## src/rtl/cmdout_queue_scanner_if.sv

```systemverilog
// cmdout_queue_scanner_if: the BRAM port and entry stream that connect cmdout_queue_scanner to the memory and the stream sink
interface cmdout_queue_scanner_if #(
    parameter int MAX_ACCS = 16
);
    logic                        cmdout_queue_en;
    logic [7:0]                  cmdout_queue_we;
    logic [31:0]                 cmdout_queue_addr;
    logic [63:0]                 cmdout_queue_din;
    logic [63:0]                 cmdout_queue_dout;
    logic                        out_tvalid;
    logic                        out_tready;
    logic [$clog2(MAX_ACCS)-1:0] out_tdest;
    logic [63:0]                 out_tdata;
    logic                        out_tlast;

    modport master (
        output cmdout_queue_en, cmdout_queue_we, cmdout_queue_addr, cmdout_queue_din,
        input  cmdout_queue_dout,
        output out_tvalid, out_tdest, out_tdata, out_tlast,
        input  out_tready
    );

    modport slave (
        input  cmdout_queue_en, cmdout_queue_we, cmdout_queue_addr, cmdout_queue_din,
        output cmdout_queue_dout,
        input  out_tvalid, out_tdest, out_tdata, out_tlast,
        output out_tready
    );
endinterface

```

## src/rtl/cmdout_queue_scanner.sv

```systemverilog
// cmdout_queue_scanner: round-robin scan of per-accelerator cmdout subqueues in BRAM, forwarding each valid word (bit 63 set) to the stream and clearing it
// Optional feature: define CMDOUT_SCANNER_STATS_EN to count forwarded entries on stat_forwarded (saturating); otherwise it is tied to 0.
module cmdout_queue_scanner #(
    parameter int MAX_ACCS            = 16,
    parameter int CMDOUT_SUBQUEUE_LEN = 64
) (
    input  logic                   aclk,
    input  logic                   aresetn,
    input  logic                   enable,
    cmdout_queue_scanner_if.master bus,
    output logic [31:0]            stat_forwarded
);
    localparam int AW = $clog2(MAX_ACCS);
    localparam int PW = $clog2(CMDOUT_SUBQUEUE_LEN);

    typedef enum logic [2:0] {IDLE, READ, WAIT, SEND, CLEAR} state_t;

    state_t        state;
    logic [AW-1:0] acc;
    logic [PW-1:0] ptr [MAX_ACCS];
    logic          en;
    logic [7:0]    we;
    logic [31:0]   addr;
    logic          tvalid;
    logic          tlast;
    logic [AW-1:0] tdest;
    logic [63:0]   tdata;
    logic [AW-1:0] acc_next;
    logic [PW-1:0] ptr_next;

    // Word idx of subqueue a lives at byte address (a*LEN + idx)*8; LEN is a power of two so this is a concatenation
    function automatic logic [31:0] word_addr(input logic [AW-1:0] a, input logic [PW-1:0] p);
        return 32'({a, p, 3'b000});
    endfunction

    // Next subqueue in round-robin order and the pointer it will have once a CLEAR bump lands
    always_comb begin
        acc_next = (acc == AW'(MAX_ACCS - 1)) ? '0 : acc + 1'b1;
        ptr_next = (state == CLEAR && acc_next == acc) ? ptr[acc] + 1'b1 : ptr[acc_next];
    end

    // Scanner FSM; BRAM and stream outputs are registered alongside the state they belong to
    always_ff @(posedge aclk or negedge aresetn) begin
        if (!aresetn) begin
            state  <= IDLE;
            acc    <= '0;
            for (int i = 0; i < MAX_ACCS; i++) ptr[i] <= '0;
            en     <= 1'b0;
            we     <= '0;
            addr   <= '0;
            tvalid <= 1'b0;
            tdata  <= '0;
            tdest  <= '0;
            tlast  <= 1'b0;
        end else begin
            en   <= 1'b0;
            we   <= '0;
            addr <= '0;
            case (state)
                IDLE: if (enable) begin
                    state <= READ;
                    en    <= 1'b1;
                    addr  <= word_addr(acc, ptr[acc]);
                end
                READ: state <= WAIT;
                WAIT: if (bus.cmdout_queue_dout[63]) begin
                    state  <= SEND;
                    tvalid <= 1'b1;
                    tdata  <= bus.cmdout_queue_dout;
                    tdest  <= acc;
                    tlast  <= 1'b1;
                end else begin
                    acc <= acc_next;
                    if (enable) begin
                        state <= READ;
                        en    <= 1'b1;
                        addr  <= word_addr(acc_next, ptr[acc_next]);
                    end else begin
                        state <= IDLE;
                    end
                end
                SEND: if (bus.out_tready) begin
                    state  <= CLEAR;
                    tvalid <= 1'b0;
                    tlast  <= 1'b0;
                    en     <= 1'b1;
                    we     <= 8'hFF;
                    addr   <= word_addr(acc, ptr[acc]);
                end
                CLEAR: begin
                    ptr[acc] <= ptr[acc] + 1'b1;
                    acc      <= acc_next;
                    if (enable) begin
                        state <= READ;
                        en    <= 1'b1;
                        addr  <= word_addr(acc_next, ptr_next);
                    end else begin
                        state <= IDLE;
                    end
                end
                default: state <= IDLE;
            endcase
        end
    end

`ifdef CMDOUT_SCANNER_STATS_EN
    // Saturating count of completed stream handshakes
    always_ff @(posedge aclk or negedge aresetn) begin
        if (!aresetn) stat_forwarded <= '0;
        else if (tvalid && bus.out_tready && stat_forwarded != '1) stat_forwarded <= stat_forwarded + 1'b1;
    end
`else
    assign stat_forwarded = '0;
`endif

    assign bus.cmdout_queue_en   = en;
    assign bus.cmdout_queue_we   = we;
    assign bus.cmdout_queue_addr = addr;
    assign bus.cmdout_queue_din  = '0;
    assign bus.out_tvalid        = tvalid;
    assign bus.out_tdata         = tdata;
    assign bus.out_tdest         = tdest;
    assign bus.out_tlast         = tlast;
endmodule

```

## src/flat_wrapper.sv

```systemverilog
// flat-port wrapper written by rule: the top's interface ports become plain ports
module cmdout_queue_scanner_flat 
#(
    parameter int MAX_ACCS            = 16,
    parameter int CMDOUT_SUBQUEUE_LEN = 64
)
  (aclk, aresetn, enable, stat_forwarded, bus_cmdout_queue_en, bus_cmdout_queue_we, bus_cmdout_queue_addr, bus_cmdout_queue_din, bus_cmdout_queue_dout, bus_out_tvalid, bus_out_tdest, bus_out_tdata, bus_out_tlast, bus_out_tready);
  cmdout_queue_scanner_if #(.MAX_ACCS(MAX_ACCS)) bus_i ();
  input  logic aclk;
  input  logic aresetn;
  input  logic enable;
  output logic [31:0] stat_forwarded;
  output wire logic [$bits(bus_i.cmdout_queue_en)-1:0] bus_cmdout_queue_en;
  output wire logic [$bits(bus_i.cmdout_queue_we)-1:0] bus_cmdout_queue_we;
  output wire logic [$bits(bus_i.cmdout_queue_addr)-1:0] bus_cmdout_queue_addr;
  output wire logic [$bits(bus_i.cmdout_queue_din)-1:0] bus_cmdout_queue_din;
  input wire logic [$bits(bus_i.cmdout_queue_dout)-1:0] bus_cmdout_queue_dout;
  output wire logic [$bits(bus_i.out_tvalid)-1:0] bus_out_tvalid;
  output wire logic [$bits(bus_i.out_tdest)-1:0] bus_out_tdest;
  output wire logic [$bits(bus_i.out_tdata)-1:0] bus_out_tdata;
  output wire logic [$bits(bus_i.out_tlast)-1:0] bus_out_tlast;
  input wire logic [$bits(bus_i.out_tready)-1:0] bus_out_tready;
  assign bus_cmdout_queue_en = bus_i.cmdout_queue_en;
  assign bus_cmdout_queue_we = bus_i.cmdout_queue_we;
  assign bus_cmdout_queue_addr = bus_i.cmdout_queue_addr;
  assign bus_cmdout_queue_din = bus_i.cmdout_queue_din;
  assign bus_i.cmdout_queue_dout = bus_cmdout_queue_dout;
  assign bus_out_tvalid = bus_i.out_tvalid;
  assign bus_out_tdest = bus_i.out_tdest;
  assign bus_out_tdata = bus_i.out_tdata;
  assign bus_out_tlast = bus_i.out_tlast;
  assign bus_i.out_tready = bus_out_tready;
  cmdout_queue_scanner #(.MAX_ACCS(MAX_ACCS), .CMDOUT_SUBQUEUE_LEN(CMDOUT_SUBQUEUE_LEN)) u_core (.aclk(aclk), .aresetn(aresetn), .enable(enable), .bus(bus_i), .stat_forwarded(stat_forwarded));
endmodule
```

## config.mk

```make
export PLATFORM = sky130hd
export DESIGN_NAME = cmdout_queue_scanner_flat
export DESIGN_NICKNAME = d
export VERILOG_FILES = /design/src/rtl/cmdout_queue_scanner_if.sv /design/src/rtl/cmdout_queue_scanner.sv /design/src/flat_wrapper.sv
export SDC_FILE = /design/constraint.sdc
export NUM_CORES = 1
export LEC_CHECK = 0
export ABC_AREA = 1
export CAP_MARGIN = 10
export CORE_UTILIZATION = 35
export CTS_CLUSTER_SIZE = 24
export DETAILED_ROUTE_END_ITERATION = 16
export PLACE_DENSITY = 0.57
export REMOVE_ABC_BUFFERS = 1
export SYNTH_ARGS = -nofsm -noshare
export SYNTH_HDL_FRONTEND = slang
export SYNTH_SLANG_ARGS = --single-unit
```

## constraint.sdc

```tcl
create_clock -name aclk -period 6.1 [get_ports aclk]
set_input_delay 0.915 -clock aclk [delete_from_list [all_inputs] [get_ports aclk]]
set_output_delay 0.915 -clock aclk [all_outputs]
set_load 0.005 [all_outputs]
```

Yosys cells after proc, flatten, opt, wreduce, memory -nomap -nowiden
Cells that the tools add are included.
{ "classes": {"bitwise_logic": 2, "reduce_logical": 10, "add_sub_neg": 2, "n_lt_le_gt_ge": 3, "eq_ne": 10, "muxes": 33} }
{ "ops": {"columns": ["cell", "n"], "rows": [
  ["$pmux W32 S4", 1],
  ["$bwmux W96", 1],
  ["$mux W13", 4],
  ["$bmux W6 S4", 2],
  ["$mux W6", 6],
  ["$mux W32", 1],
  ["$demux W6 S4", 1],
  ["$mux W8", 2],
  ["$pmux W3 S5", 1],
  ["$ge A5 B5 Y1 const B", 2],
  ["$not A4 Y5", 2],
  ["$mux W3", 3],
  ["$mux W4", 2],
  ["$ne A2 B2 Y1 const B", 4],
  ["$pmux W4 S2", 1],
  ["$add A6 B1 Y6 const B", 1],
  ["$eq A3 B2 Y1 const B", 2],
  ["$mux W1", 6],
  ["$reduce_and A2 Y1", 3],
  ["$lt A5 B1 Y1 const B", 1],
  ["$add A4 B1 Y4 const B", 1],
  ["$eq A4 B4 Y1", 1],
  ["$eq A4 B4 Y1 const B", 1],
  ["$reduce_bool A2 Y1", 2],
  ["8 further kinds", 9]
]} }
{ "totals": {"elab_cells": 84, "out_inout_bits": 207, "inputBits": 68, "reg_bits": 213} }

Logic depth before layout (Yosys ltp)
{ "depth": {"depth_word": 9, "depth_mapped": 16, "ltp_nobuf": 13} }

Least setup slack after synthesis
OpenSTA, ideal clock, no wires.
{ "synth_path": {"path_kind": "flip-flop to flip-flop", "startpoint": "reg u_core.acc[0]", "endpoint": "reg u_core.addr[3], in the netlist u_core.bus.cmdout_queue_addr[3]", "t_arrival_ps": 2309, "period_less_slack_ps": 2440, "setup_time_ps": 131, "slack_ps": 3660, "n_path_buf": 3, "required_ps": 5969, "path_stages_with_launch": 12, "cell_sequence": "dfrtp_1 > inv_2 > clkbuf_1 > clkbuf_1 > ha_1 > clkinv_1 > clkbuf_1 > o21ai_0 > o21ai_0 > nor2_1 > o221ai_1 > o21ai_0"} }
{ "synth_via": {"elab_chain_len": 9} }
{ "synth_rtl": {"columns": ["element", "line_no", "rtl"], "rows": [
  ["start, declared", "cmdout_queue_scanner.sv:19", "logic [AW-1:0] acc;"],
  ["start signal, assigned", "cmdout_queue_scanner.sv:73", "acc <= acc_next;"],
  ["start signal, assigned", "cmdout_queue_scanner.sv:92", "acc <= acc_next;"],
  ["$add A4 B1 Y4 / $eq A4 B4 Y1 (equally long branches)", "cmdout_queue_scanner.sv:38", "acc_next = (acc == AW'(MAX_ACCS - 1)) ? '0 : acc + 1'b1;"],
  ["$mux W4 *", "cmdout_queue_scanner.sv:38", null],
  ["via u_core.acc_next[1]", "cmdout_queue_scanner.sv:28", "logic [AW-1:0] acc_next;"],
  ["$not A4 Y5 (not written as such)", "cmdout_queue_scanner.sv:39, cmdout_queue_scanner.sv:77", null],
  ["$bmux W6 S4", "cmdout_queue_scanner.sv:39, cmdout_queue_scanner.sv:77", null],
  ["$mux W6 (not written as such) (2 in a row)", "cmdout_queue_scanner.sv:39, cmdout_queue_scanner.sv:77", null],
  ["$mux W6 / $mux W13 (equally long branches)", "cmdout_queue_scanner.sv:39, cmdout_queue_scanner.sv:74", null],
  ["$mux W13 / $mux W32 (equally long branches)", "cmdout_queue_scanner.sv:93, cmdout_queue_scanner.sv:66", null],
  ["$pmux W32 S4 *", "cmdout_queue_scanner.sv:59", "case (state)"],
  ["end signal, assigned", "cmdout_queue_scanner.sv:63", "addr <= word_addr(acc, ptr[acc]);"],
  ["end signal, assigned", "cmdout_queue_scanner.sv:77", "addr <= word_addr(acc_next, ptr[acc_next]);"],
  ["end signal, assigned", "cmdout_queue_scanner.sv:96", "addr <= word_addr(acc_next, ptr_next);"],
  ["end, declared", "cmdout_queue_scanner.sv:23", "logic [31:0] addr;"]
]} }
The timed path passes the listed nets; every way through them passes the cells marked *. The select of a mux whose other input is x is not followed.
A chain may end at the register's enable or synchronous reset.

Worst setup path in the final report
{ "layout_path": {"startpoint": "reg u_core.acc[0]", "endpoint": "reg u_core.ptr[94] (netlist bit)"} }
{ "layout_via": {"elab_chain_len": 6} }
{ "layout_rtl": {"columns": ["element", "line_no", "rtl"], "rows": [
  ["$not A4 Y5 (not written as such) *", "cmdout_queue_scanner.sv:91", "ptr[acc] <= ptr[acc] + 1'b1;"],
  ["$bmux W6 S4, or another cell as far along", "cmdout_queue_scanner.sv:91", null],
  ["$mux W6 (not written as such) / $logic_and A1 B1 Y1 (equally long branches)", "cmdout_queue_scanner.sv:91", null],
  ["$mux W6 (not written as such)", "cmdout_queue_scanner.sv:91", null],
  ["$add A6 B1 Y6 / $demux W6 S4 (equally long branches)", "cmdout_queue_scanner.sv:91", null],
  ["$bwmux W96 *", "cmdout_queue_scanner.sv:91", null],
  ["end signal, assigned by index", "cmdout_queue_scanner.sv:91", null],
  ["end, declared", "cmdout_queue_scanner.sv:20", "logic [PW-1:0] ptr [MAX_ACCS];"]
]} }
Mark *: on every way between the ends. The rest lies on a longest branch, timed or not. The select of a mux whose other input is x is not followed.

==> metrics.md <==
| Metric | Value |
|---|---|
| Last weighted congestion value of the routability-driven placer | 0.824 |
| Met2 capacity usage during global routing | 0.316 |
| Number of global-route vias before repair | 7600 |
| Sum Neg Setup Slack | 0 ns |
| Synth top area share | 0.457 |
| Clock-pin slew of the registers on the worst-case setup and hold paths | 0.09 ns |
| Worst Hold Slack | 0.448 ns |
| Most instantiated cells after synthesis | 428 x sky130_fd_sc_hd__nand2_1, 184 x sky130_fd_sc_hd__dfrtp_1, 138 x sky130_fd_sc_hd__buf_4, 125 x sky130_fd_sc_hd__o21ai_0, 109 x sky130_fd_sc_hd__inv_1 |
| Number of endpoints with negative hold slack in the final report | 0 |
| Power density over the cells | 493 nW/um^2 |
| Area of the core region | 28100 um^2 |
| Flip-flop and latch count after synthesis | 184 |
| Crit-path most repeated cell | sky130_fd_sc_hd__nand2_1 |
| Shortest clock period the worst path allows after layout | 3.80 ns |
| CP endpoint kind | flip-flop |
| Fraction of final layout cells with drive strength greater than 1 | 0.0512 |
| Signal arrival time at the worst endpoint | 4.10 ns |
| Share of the clock period used by the worst path | 0.623 |
| GR Util met3 | 0.0232 |
| Synth Instances | 1333 |
| Number of setup buffers added after CTS | 0 |
| Buffer levels on the longest clock path | 2 |
| Area of all sequential standard cells | 4610 um^2 |
| Port bufs | 156 |
| CTS H-tree lvls | 4 |
| Cts repair resizes | 0 |
| Number of flops mapped to enable cells by yosys | 0 |
| Die outline width | 172 um |
| First-pass DRT Iterations | 5 |
| Slew at the pin with the worst max-slew slack | 0.851 ns |
| Max-slew headroom at the worst pin | 0.429 |
| Overall die area | 29500 um^2 |
| Number of buffer and inverter stages on the critical path | 3 |
| Syn Std Cell Area | 10100 um^2 |
| Worst min-delay path category | input port to async pin |
| Fin. max-slew vios | 0 |
| Initial antenna violation count | 0 |
| Count of hold-fix buffers inserted at cts | 0 |
| Delay-heaviest family, CP | simple AND/OR/NAND/NOR gates |
| Via density per instance | 4.56 |
| Number of placed I/O pins | 275 |
| Count of yosys warnings during synthesis | 0 |
| Critical path type | flip-flop to flip-flop |
| Number of placement rows | 61 |
| Count of vias placed by the detailed router | 8400 |
| Clock skew | 0.0145 ns |
| Root Driver | sky130_fd_sc_hd__clkbuf_16 |
| Initial DRC Count | 564 |
| Diodes inserted | 0 |
| Wire length of the first global-routing pass | 43.7 mm |
| Avg Cell Area, Syn | 7.57 um^2 |
| Remaining number of nets flagged by the antenna check after routing | 0 |
| Most used flip-flop cell after synthesis | sky130_fd_sc_hd__dfrtp_1 |
| Final WL | 27.5 mm |
| Final net count | 1525 |
| Post-detail-place hpwl | 19.3 mm |
| Relative area change from synthesis to final layout | 19.2% |
| Effective utilization at floorplan | 0.359 |
| Total track usage | 0.193 |
| Maximum cell stage delay along the critical path | 0.84 ns |
| Wire length per cell | 14.9 um |
| Max Cap Viol | 0 |
| Maximum net fanout on the critical path | 73 |
| Kind of launch point of the worst setup path | flip-flop |
| Number of buffers created by CTS | 17 |
| Chain of cells forming the critical path | inv_2 -> buf_4 -> a21oi_1 -> o21ai_0 -> nand2_1 -> nand2_1 -> nand2_1 -> inv_1 -> nand2_2 -> ha_1 -> nand4_2 -> nand3_1 -> o21ai_0 |
| Standard cell with the maximum stage delay on the critical path | sky130_fd_sc_hd__dfrtp_4 |
| Cell types with the largest area share after synthesis | sky130_fd_sc_hd__dfrtp_1 46%, sky130_fd_sc_hd__nand2_1 16%, sky130_fd_sc_hd__buf_4 10% |
| Highest achievable clock rate | 263 MHz |
| RSZ-0062 raised after global routing | no |
| Area of the multi-input gates | 4270 um^2 |
| Number of sinks handled by clock tree synthesis | 184 |
| Busiest metal layer after global routing | met2 |
| Die Y-Extent | 172 um |
| Number of setup violations in the final report | 0 |
| Maximum vdd drop | 217 uV |
| Area leader, netlist | sky130_fd_sc_hd__dfrtp_1 |
| Overflow left after global routing | 0 |
| DRC Markers | 0 |
| Cell with the most instances after synthesis | sky130_fd_sc_hd__nand2_1 |
| Clk_lat worst skew | 0.44 ns |
| Filler cell count in the final layout | 2876 |
| Leakage power figure | 5.83 nW |
| Clock tree from TritonCTS | done |
| Maximum number of pins on one net before global-route repair | 74 |
| Share of synthesized registers carrying an async set or reset | 1.00 |
| Worst path required time | 6.40 ns |
| Status | finished clean |
| Met1 global-route usage | 0.266 |
| Unique masters post-synth | 32 |
| Fraction of the yosys area taken by sequential cells | 0.457 |
[power breakdown]
| part | internal [W] | switching [W] |
|---|---|---|
| Sequential | 0.00161 | 0.000284 |
| Clock | 0.000554 | 0.000571 |
| Combinational | 0.00110 | 0.00181 |
| Total | 0.00327 | 0.00266 |
[flip-flops by register name (all words and copies together), names as in the netlist]
register,flops
u_core.bus.out_tvalid,1
u_core.ptr,96
u_core.bus.cmdout_queue_we,1
u_core.bus.cmdout_queue_en,1
u_core.bus.out_tdata,64
u_core.bus.cmdout_queue_addr,10
u_core.acc,4
u_core.state,3
u_core.bus.out_tdest,4
[path summary, 6_finish.rpt]
kind                            cells after the start  slack, ns                      from                        to
worst max-delay path                               13       2.30             u_core.acc[0]            u_core.ptr[94]
worst min-delay path                                1       0.45                   aresetn  u_core.bus.out_tdata[58]
worst max register to register                     13       2.30             u_core.acc[0]            u_core.ptr[94]
worst min register to register                      1       0.47  u_core.bus.out_tdata[63]  u_core.bus.out_tdata[63]
max in group asynchronous                           2       4.35                   aresetn             u_core.acc[0]
min in group aclk                                   1       0.47  u_core.bus.out_tdata[63]  u_core.bus.out_tdata[63]
[area by class of cell]
type / count / share of cell area
clock buffer: 17 / 0.0354
clock inverter: 15 / 0.0145
inverter: 116 / 0.0362
multi-input combinational: 967 / 0.355
sequential: 184 / 0.383
tap: 378 / 0.0393
timing repair buffer: 166 / 0.136
[placed cells by master (no fill, tap or decap), types with 4 or more instances in the layout]
| cell | Yosys | final |
|---|---|---|
| sky130_fd_sc_hd__nand2_1 | 428 | 427 |
| sky130_fd_sc_hd__buf_4 | 138 | 10 |
| sky130_fd_sc_hd__clkdlybuf4s50_1 | 0 | 155 |
| sky130_fd_sc_hd__conb_1 | 1 | 118 |
| sky130_fd_sc_hd__clkbuf_16 | 0 | 17 |
| sky130_fd_sc_hd__nand2_2 | 6 | 7 |
| sky130_fd_sc_hd__o21ai_0 | 125 | 125 |
| sky130_fd_sc_hd__a21oi_1 | 46 | 46 |
| sky130_fd_sc_hd__o21ai_1 | 33 | 33 |
| sky130_fd_sc_hd__inv_8 | 0 | 4 |
| sky130_fd_sc_hd__clkinv_8 | 0 | 5 |
| sky130_fd_sc_hd__nand3_1 | 87 | 87 |
| sky130_fd_sc_hd__inv_2 | 6 | 7 |
| sky130_fd_sc_hd__nor2_4 | 4 | 4 |
| sky130_fd_sc_hd__nor2_1 | 78 | 78 |
| sky130_fd_sc_hd__dfrtp_1 | 184 | 183 |
| sky130_fd_sc_hd__o211ai_1 | 9 | 9 |
| sky130_fd_sc_hd__ha_1 | 5 | 5 |
| sky130_fd_sc_hd__inv_1 | 109 | 108 |
| sky130_fd_sc_hd__o221ai_1 | 8 | 8 |
[through the flow]
step / setup slack (ns) / area (um^2) / util / cells / total power [W]
2_1_floorplan: 0.591 / 9300 / - / 1267 / 0.00353
3_3_place_gp: 2.36 / 11400 / 0.407 / 1811 / 0.00477
3_5_place_dp: 2.24 / 11400 / 0.407 / 1811 / 0.00481
4_1_cts: 2.27 / 12000 / 0.428 / 1843 / 0.00596
5_1_grt: 1.84 / 12000 / 0.428 / 1843 / 0.00640
6_report: 2.30 / 12000 / 0.428 / 1843 / 0.00593
[cells by family after synthesis]
| logic type | synth area share |
|---|---|
| and+or+nand+nor | 0.251 |
| buffers and inverters | 0.164 |
| AOI/OAI and AO/OA | 0.120 |
| DFF | 0.457 |
| adders and majority gates | 0.00620 |
| xor gates and xnor gates | 0.00161 |
| other | 0.000372 |
[layer usage]
layer | up-vias | share of wire
met5 | - | 0
met4 | 0 | 0.015
met3 | 24 | 0.039
met2 | 229 | 0.49
met1 | 3915 | 0.46
li1 | 4232 | -
No activity file was read; power rests on OpenSTA's default activity.
